$ cat config.mk
export PLATFORM = sky130hd
export DESIGN_NAME = mips_mem_port
export DESIGN_NICKNAME = d
export VERILOG_FILES = /design/src/rtl/mips_mem_pkg.sv /design/src/rtl/mips_mem_array.sv /design/src/rtl/mips_mem_port.sv
export SDC_FILE = /design/constraint.sdc
export NUM_CORES = 2
export LEC_CHECK = 0
export ABC_AREA = 1
export ABC_CLOCK_PERIOD_IN_PS = 3600
export CAP_MARGIN = 20
export CELL_PAD_IN_SITES_DETAIL_PLACEMENT = 1
export CELL_PAD_IN_SITES_GLOBAL_PLACEMENT = 1
export CORE_MARGIN = 5
export CORE_UTILIZATION = 50
export DETAILED_ROUTE_END_ITERATION = 7
export GPL_ROUTABILITY_DRIVEN = 0
export PLACE_DENSITY_LB_ADDON = 0.1
export SYNTH_ARGS = -nofsm -noshare
export SYNTH_HDL_FRONTEND = slang
export SYNTH_SLANG_ARGS = --single-unit
$ cat constraint.sdc
create_clock -name clk -period 3.6 [get_ports clk]
set_input_delay 0.36 -clock clk [delete_from_list [all_inputs] [get_ports clk]]
set_output_delay 0.36 -clock clk [all_outputs]
set_load 0.02 [all_outputs]
$ cat src/rtl/mips_mem_pkg.sv
// ============================================================================
// Module : mips_mem_pkg
// Brief  : Shared FSM state type and width helpers for the MIPS memory port.
// Rev    : 1.0 - initial release
// ============================================================================
`default_nettype none

package mips_mem_pkg;

    typedef enum logic [1:0] {
        ST_IDLE = 2'd0,
        ST_WAIT = 2'd1,
        ST_RESP = 2'd2
    } state_t;

    localparam int c_cnt_w = 4;

    function automatic int lane_cnt(input int data_w);
        return data_w / 8;
    endfunction

    function automatic int off_bits(input int data_w);
        return $clog2(data_w / 8);
    endfunction

    function automatic int idx_bits(input int depth);
        return $clog2(depth);
    endfunction

    // Vector width for the word index; never zero even for a single-word memory.
    function automatic int idx_width(input int depth);
        return (depth > 1) ? $clog2(depth) : 1;
    endfunction

endpackage

`default_nettype wire

$ cat src/rtl/mips_mem_array.sv
// ============================================================================
// Module : mips_mem_array
// Brief  : Word storage with byte-lane writes, registered read, sync clear.
// Rev    : 1.0 - initial release
// ============================================================================
`default_nettype none

module mips_mem_array
    import mips_mem_pkg::*;
#(
    parameter int DATA_W = 32,
    parameter int DEPTH  = 64
) (
    input  logic                          clk,
    input  logic                          rst,
    input  logic                          i_we,
    input  logic                          i_re,
    input  logic [idx_width(DEPTH)-1:0]   i_idx,
    input  logic [lane_cnt(DATA_W)-1:0]   i_be,
    input  logic [DATA_W-1:0]             i_wdata,
    output logic [DATA_W-1:0]             o_rdata
);

    localparam int c_lanes = lane_cnt(DATA_W);

    logic [DATA_W-1:0] r_mem [DEPTH];
    logic [DATA_W-1:0] r_rdata;

    always_ff @(posedge clk) begin
        if (rst) begin
            for (int i = 0; i < DEPTH; i++) begin
                r_mem[i] <= '0;
            end
            r_rdata <= '0;
        end else begin
            if (i_we) begin
                for (int b = 0; b < c_lanes; b++) begin
                    if (i_be[b]) begin
                        r_mem[i_idx][b*8 +: 8] <= i_wdata[b*8 +: 8];
                    end
                end
            end
            if (i_re) begin
                r_rdata <= r_mem[i_idx];
            end
        end
    end

    assign o_rdata = r_rdata;

endmodule

`default_nettype wire

$ cat src/rtl/mips_mem_port.sv
// ============================================================================
// Module : mips_mem_port
// Brief  : Valid/ready memory port with wait states and address checking.
// Rev    : 1.0 - initial release
// ============================================================================
`default_nettype none

module mips_mem_port
    import mips_mem_pkg::*;
#(
    parameter int DATA_W      = 32,
    parameter int ADDR_W      = 32,
    parameter int DEPTH       = 64,
    parameter int WAIT_CYCLES = 1
) (
    input  logic                 clk,
    input  logic                 reset,
    input  logic                 req_valid,
    output logic                 req_ready,
    input  logic                 req_we,
    input  logic [ADDR_W-1:0]    req_addr,
    input  logic [DATA_W-1:0]    req_wdata,
    input  logic [DATA_W/8-1:0]  req_be,
    output logic                 rsp_valid,
    input  logic                 rsp_ready,
    output logic [DATA_W-1:0]    rsp_rdata,
    output logic                 rsp_err
);

    localparam int c_lanes    = lane_cnt(DATA_W);
    localparam int c_off_bits = off_bits(DATA_W);
    localparam int c_idx_bits = idx_bits(DEPTH);
    localparam int c_idx_w    = idx_width(DEPTH);
    localparam int c_top      = c_off_bits + c_idx_bits;
    localparam logic [c_cnt_w-1:0] c_wait_load =
        (WAIT_CYCLES > 0) ? c_cnt_w'(WAIT_CYCLES - 1) : '0;

    state_t               r_state;
    state_t               w_next;
    logic                 w_enter_resp;
    logic                 w_accept;

    logic                 r_we;
    logic [ADDR_W-1:0]    r_addr;
    logic [DATA_W-1:0]    r_wdata;
    logic [c_lanes-1:0]   r_be;
    logic [c_cnt_w-1:0]   r_cnt;
    logic                 r_err;
    logic                 r_rd_ok;

    logic                 w_we;
    logic [ADDR_W-1:0]    w_addr;
    logic [DATA_W-1:0]    w_wdata;
    logic [c_lanes-1:0]   w_be;
    logic                 w_misaligned;
    logic                 w_oor;
    logic                 w_err;
    logic [c_idx_w-1:0]   w_idx;
    logic [DATA_W-1:0]    w_arr_rdata;

    assign w_accept = req_valid && (r_state == ST_IDLE);

    // With zero wait states the access commits on the accept edge itself, so
    // the array must see the live request; otherwise it sees the latched one.
    assign w_we    = (r_state == ST_IDLE) ? req_we    : r_we;
    assign w_addr  = (r_state == ST_IDLE) ? req_addr  : r_addr;
    assign w_wdata = (r_state == ST_IDLE) ? req_wdata : r_wdata;
    assign w_be    = (r_state == ST_IDLE) ? req_be    : r_be;

    assign w_misaligned = |(w_addr & ADDR_W'(c_lanes - 1));
    assign w_oor        = |(w_addr >> c_top);
    assign w_err        = w_misaligned | w_oor;
    assign w_idx        = c_idx_w'(w_addr >> c_off_bits);

    always_ff @(posedge clk) begin
        if (reset) begin
            r_state <= ST_IDLE;
        end else begin
            r_state <= w_next;
        end
    end

    always_comb begin
        w_next       = r_state;
        w_enter_resp = 1'b0;
        case (r_state)
            ST_IDLE: begin
                if (req_valid) begin
                    w_next       = (WAIT_CYCLES == 0) ? ST_RESP : ST_WAIT;
                    w_enter_resp = (WAIT_CYCLES == 0);
                end
            end
            ST_WAIT: begin
                if (r_cnt == '0) begin
                    w_next       = ST_RESP;
                    w_enter_resp = 1'b1;
                end
            end
            ST_RESP: begin
                if (rsp_ready) begin
                    w_next = ST_IDLE;
                end
            end
            default: w_next = ST_IDLE;
        endcase
    end

    always_ff @(posedge clk) begin
        if (reset) begin
            r_we    <= 1'b0;
            r_addr  <= '0;
            r_wdata <= '0;
            r_be    <= '0;
            r_cnt   <= '0;
            r_err   <= 1'b0;
            r_rd_ok <= 1'b0;
        end else begin
            if (w_accept) begin
                r_we    <= req_we;
                r_addr  <= req_addr;
                r_wdata <= req_wdata;
                r_be    <= req_be;
                r_cnt   <= c_wait_load;
            end else if ((r_state == ST_WAIT) && (r_cnt != '0)) begin
                r_cnt <= r_cnt - c_cnt_w'(1);
            end
            if (w_enter_resp) begin
                r_err   <= w_err;
                r_rd_ok <= ~w_we & ~w_err;
            end
        end
    end

    mips_mem_array #(
        .DATA_W (DATA_W),
        .DEPTH  (DEPTH)
    ) u_array (
        .clk     (clk),
        .rst     (reset),
        .i_we    (w_enter_resp & w_we & ~w_err),
        .i_re    (w_enter_resp & ~w_we & ~w_err),
        .i_idx   (w_idx),
        .i_be    (w_be),
        .i_wdata (w_wdata),
        .o_rdata (w_arr_rdata)
    );

    assign req_ready = (r_state == ST_IDLE);
    assign rsp_valid = (r_state == ST_RESP);
    assign rsp_err   = rsp_valid & r_err;
    assign rsp_rdata = (rsp_valid && r_rd_ok) ? w_arr_rdata : '0;

endmodule

`default_nettype wire

# After elaboration in Yosys (flattened, before gate mapping)
# Memories as Yosys holds them, arrays and structs flattened. A register that Yosys moved wholly into a read port is not among the register bits.
# Index checks and enable logic that the tools add are counted.
# totals
reg_bits	77
latch_bits	0
ram_bits	2048
mem_bits_ro	0
inputBits	73
out_inout_bits	35
memories	1
# classes
n_addsub	1
n_mul	0
n_div	0
order_cmp	0
n_eq_ne	5
shift	0
mux	32
n_bitwise	9
n_reduce_logical	11
# mem_list
memory	depth	width	rd	rd_clocked_by_memory_dff	wr	line	rtl
u_array.r_mem	64	32	1	1	64	mips_mem_array.sv:26	logic [DATA_W-1:0] r_mem [DEPTH];
# op_table
cell	n
2-to-1 mux 32 bit	4
OR reduction 32 bit	1
OR reduction 24 bit	1
2-to-1 mux 1 bit	21
2-to-1 mux 4 bit	2
AND 1 bit	6
2-to-1 mux 2 bit	3
2-to-1 mux 6 bit	1
one-hot mux 2 bit (3 select lines)	1
logical NOT 4 bit	1
inequality test 2 bit (second input constant)	2
nonzero test 4 bit	1
OR reduction 2 bit	2
subtractor 4 x 1 -> 4 bit (second input constant)	1
logical AND 1 bit	3
AND reduction 3 bit	1
== test 2 x 1 -> 1 bit (second input constant)	1
== test 2 bit (second input constant)	1
logical NOT 2 bit	1
inequality test 2 x 1 -> 1 bit (second input constant)	1
NOT 1 bit	2
OR 1 bit	1

# Depth between registers and ports, before layout
# depth
word_depth	11
mapped_depth	17

# Cells and area by module
# A second synthesis with hierarchy kept.
# hier_totals
hier_cells	11992
hier_area_um2	101328.4
# modules_own_cells
mod	n_inst	cells_each	area_per_inst_um2
mips_mem_array	1	11424	97594.9
mips_mem_port	1	568	3733.6

# Worst setup path before layout
# OpenSTA, ideal clock, no wires.
# synth_timing
kind	flip-flop to flip-flop
startpoint	register r_state[1]
endpoint	memory u_array.r_mem[1][0], enable pin
arrival_time_ps	2539
required_ps	3216
slack_ps	677
stages_incl_launch_ff	9
path_buffers	3
path_cell_list	dfxtp_1 > nor2_4 > buf_4 > o21ai_1 > nor3_4 > o211ai_4 > buf_2 > clkbuf_1 > o21ai_0
# synth_lines
element	line	rtl
from (decl)	mips_mem_port.sv:38	state_t r_state;
from (signal assigned)	mips_mem_port.sv:79	r_state <= w_next;
to (decl)	mips_mem_array.sv:26	

# Final worst setup path
# layout_timing
startpoint	register r_state[1]
endpoint	output rsp_rdata[20]
# layout_via
elab_chain_len	3
# layout_rtl
element	line	rtl
== test 2 bit	mips_mem_port.sv:149	assign rsp_valid = (r_state == ST_RESP);
logical AND 1 bit	mips_mem_port.sv:151	assign rsp_rdata = (rsp_valid && r_rd_ok) ? w_arr_rdata : '0;
2-to-1 mux 32 bit	mips_mem_port.sv:151	
to (decl)	mips_mem_port.sv:26	output logic [DATA_W-1:0] rsp_rdata,
# Every way passes these cells.

==> summary.md <==
| Metric | Value |
|---|---|
| Vias/cell | `6.01` |
| Fillers | `around 24000` |
| Area leader, netlist | `edfxtp_1` |
| Cell variety after synth | `31` |
| HPWL Detailed | `between 200000 and 300000 um` |
| Port Buf Inserts | `about 110` |
| Main flop type after synthesis | `edfxtp_1` |
| Setup Skew | `between 0.03 and 0.04 ns` |
| Clock Latency Late Sink | `0.90 ns` |
| Initial Utilization | `about half` |
| Post-synthesis cell area | `around 0.11 mm^2` |
| H-tree Lvls | `4` |
| Post-Syn Nets | `about 12000` |
| Post-synthesis async set-or-reset flop share | `0%` |
| Top cells by area, synth | `edfxtp_1, nor3_1, nand2_1, inv_1, nand3_1` |
| Cell-internal power | `44.8 mW` |
| Routed Antenna Nets | `0` |
| Share of cells above drive strength 1 | `10.8%` |
| First-pass GRT wire length | `roughly 590000 um` |
| #FFs+latches synth | `2157` |
| Post-synth EDFFs | `approximately 2000` |
| Worst min path class | `in2reg` |
| Hold-fix buffers, CTS | `0` |
| Crit path largest cell delay | `0.77 ns` |
| Routed len/inst | `between 20 and 30 um` |
| Row cnt | `between 150 and 200` |
| CTS clk-pin slew, worst paths | `0.06 ns` |
| Core area | `0.210 mm^2` |
| Slew margin rel. | `a little under a fifth` |
| Worst setup EP type | `primary output` |
| Drt total wl | `401000 um` |
| Post-synthesis sequential area ratio | `60.4%` |
| Clock Tree Root | `clkbuf_16` |
| CP arrival | `between 3 and 4 ns` |
| M2 GR Usage | `between 50% and 60%` |
| Outcome | `finished clean` |
| Gr usage total | `a little over a third` |
| Initial antenna violation count | `22` |
| CP max FO | `32` |
| Clock power share | `around 37%` |
| Fmax | `slightly below 300 MHz` |
| Die area | `0.220 mm^2` |
| Register area | `~0.064 mm^2` |
| Switch Pwr | `a little under 20 mW` |
| Setup Viol. Count Final | `0` |
| PwrDens | `527 mW/mm^2` |
| Clk sinks | `between 2000 and 2500` |
| DR vias | `89000` |
| Io pins | `108` |
| M1 GR Usage | `between 40 and 50%` |
| Critical path class | `reg2out` |
| DRC | `0` |
| Max Root-Sink Buffers | `3` |
| Total grt overflow | `0` |
| VDD IR max | `0.585 mV` |
| Footprint of the multi-input gates | `around 0.031 mm^2` |
| Gate Count Post-Synth | `around 12000` |
| TritonCTS clock tree | `yes` |
| Global Route met3 Usage | `around 6.6%` |
| Critical path cell sequence | `inv_2 > nor2_2 > nand2_2 > buf_6 > nor2_4 > clkdlybuf4s50_1` |
| Post-DP Area | `roughly 0.11 mm^2` |
| Worst Setup Start Kind | `flip-flop` |
| Warnings from Yosys | `0` |
| Number of global-route vias before repair | `approximately 90000` |
| Minimum clock period | `3.47 ns` |
| First-pass detailed-route iteration total | `6` |
| Worst Tran Pin Value | `between 1 and 1.5 ns` |
| Grt peak-use layer | `met2` |
| P&R area growth vs syn | `16.2%` |
| Nets | `roughly 12000` |
| Starting DRC count in detailed routing | `between 10000 and 15000` |
| Max Slew Vio Count | `0` |
| Switching fraction of total power | `~31%` |
| Combinational fraction of design power | `around a fifth` |
| Fin. Hold Viols | `0` |
| Fraction of the cycle the final worst path needs | `slightly below 100%` |
| CTS Buf Count | `230` |
| Reg power frac | `between 40 and 50%` |
| Post-route cell area | `between 0.1 and 0.15 mm^2` |
| Synth top area share | `58.3%` |
| Pleak | `roughly 48 nW` |
| Die Span Y | `about 470 um` |
| Max cap viols | `0` |
| Fin util | `between 50% and 60%` |
| Die width | `~470 um` |
| Largest net degree at the start of global routing | `~130` |
| Critical path's slowest cell | `clkdlybuf4s50_1` |
| Final setup TNS | `0 ns` |
| Syn_area_per_cell | `9.05 um^2` |
| CP required | `3.24 ns` |
routing by layer:
metal	wire [um]	up-vias
met1	155000	44600
li1	-	39100
met4	23300	14
met5	92	-
met2	184000	4378
met3	38000	905
layout by cell type, fill, tap and decap left out, drive strengths merged:
cell              n
dlymetal6s2s      1
o211ai          344
edfxtp         2048
a21oi            38
a31o              1
dfxtp           109
ha                2
diode            12
nand3           752
nor3           2059
bufinv           22
buf             883
inv            1830
and3              1
nand4            32
nand2          2430
clkinv           99
nor2            393
clkinvlp          3
o21ai           533
or2               5
xor2              2
clkbuf          300
clkdlybuf4s50   103
dlygate4sd2       2
per-stage QoR:
stage	instances	power (mW)	hold WS (ns)	worst slack [ns]
final	14800	64.6	0.130	0.131
after floorplan	11700	34.6	0.445	0.677
after global placement	14400	40.5	0.460	-0.369
after detailed placement	14400	40.8	0.469	-0.184
after CTS	14800	64.4	0.0838	0.0000353
after global routing	14800	66.4	0.128	-0.0126
synth_stat cells (all sizes together) (2+ instances only):
cell    count
or2         5
nor2      393
clkbuf    794
nand2    2430
inv      1823
nand3     752
nor3     2059
ha          2
xor2        2
dfxtp     109
clkinv      2
o211ai    344
buf       282
nand4      32
o21ai     533
edfxtp   2048
a21oi      38
kinds of logic after synthesis:
kind of cell	count (synthesis)	synth area share, %
adders and majority gates	2	0.0237
and+or+nand+nor	5672	23.7
buffers and inverters	2901	10.6
xor gates and xnor gates	2	0.0166
DFF	2157	60.4
AOI/OAI and AO/OA	916	5.23
power groups by stage:
stage | logic [mW] | registers [mW] | clock network [mW]
after CTS | 11.9 | 28.5 | 24.0
final | 12.2 | 28.5 | 23.9
after global placement | 11.5 | 29.0 | 0
after detailed placement | 11.8 | 29.0 | 0
after floorplan | 5.69 | 28.9 | 0
after global routing | 12.7 | 28.6 | 25.1
worst max-delay path: cells and delay by family, from the launching register on:
family | cells | cell delay (ns)
buffers and inverters | 3 | 1.10
DFF | 1 | 0.42
and+or+nand+nor | 3 | 0.58
sequential cells by signal, indices dropped and copies added (netlist names):
name / flops
r_wdata: 32
r_state: 2
r_be: 4
r_cnt: 4
r_rd_ok: 1
r_we: 1
r_addr: 32
u_array.r_mem: 2048
u_array.o_rdata: 32
r_err: 1
what timing repair did:
action | in CTS | in global routing
pin swaps | 0 | 1
endpoints found under the setup margin | 27 | 71
buffers inserted | 0 | 4
gates resized for setup | 21 | 18
final timing paths:
path / startpoint / slack (ns) / cells after the start / end
max reg2reg: r_state[0]$_SDFFE_PP0P_ / 0.13 / 14 / u_array.o_rdata[10]$_SDFFE_PP0P_
max: r_state[1]$_SDFFE_PP0P_ / 0.13 / 6 / rsp_rdata[20]
min reg2reg: r_wdata[13]$_SDFFE_PP0P_ / 0.48 / 2 / r_wdata[13]$_SDFFE_PP0P_
min: req_addr[5] / 0.13 / 3 / r_addr[5]$_SDFFE_PP0P_
cell type report:
| type | instances | share of cell area (%) |
|---|---|---|
| sequential | 2157 | 52.0 |
| multi-input combinational | 6592 | 25.4 |
| timing repair buffer | 989 | 8.12 |
| inverter | 1825 | 5.60 |
| clock buffer | 300 | 5.04 |
| tap | 2805 | 2.87 |
| clock inverter | 129 | 0.993 |
| antenna | 12 | 0.0245 |
Note: power is estimated with default switching activity, not from simulation.
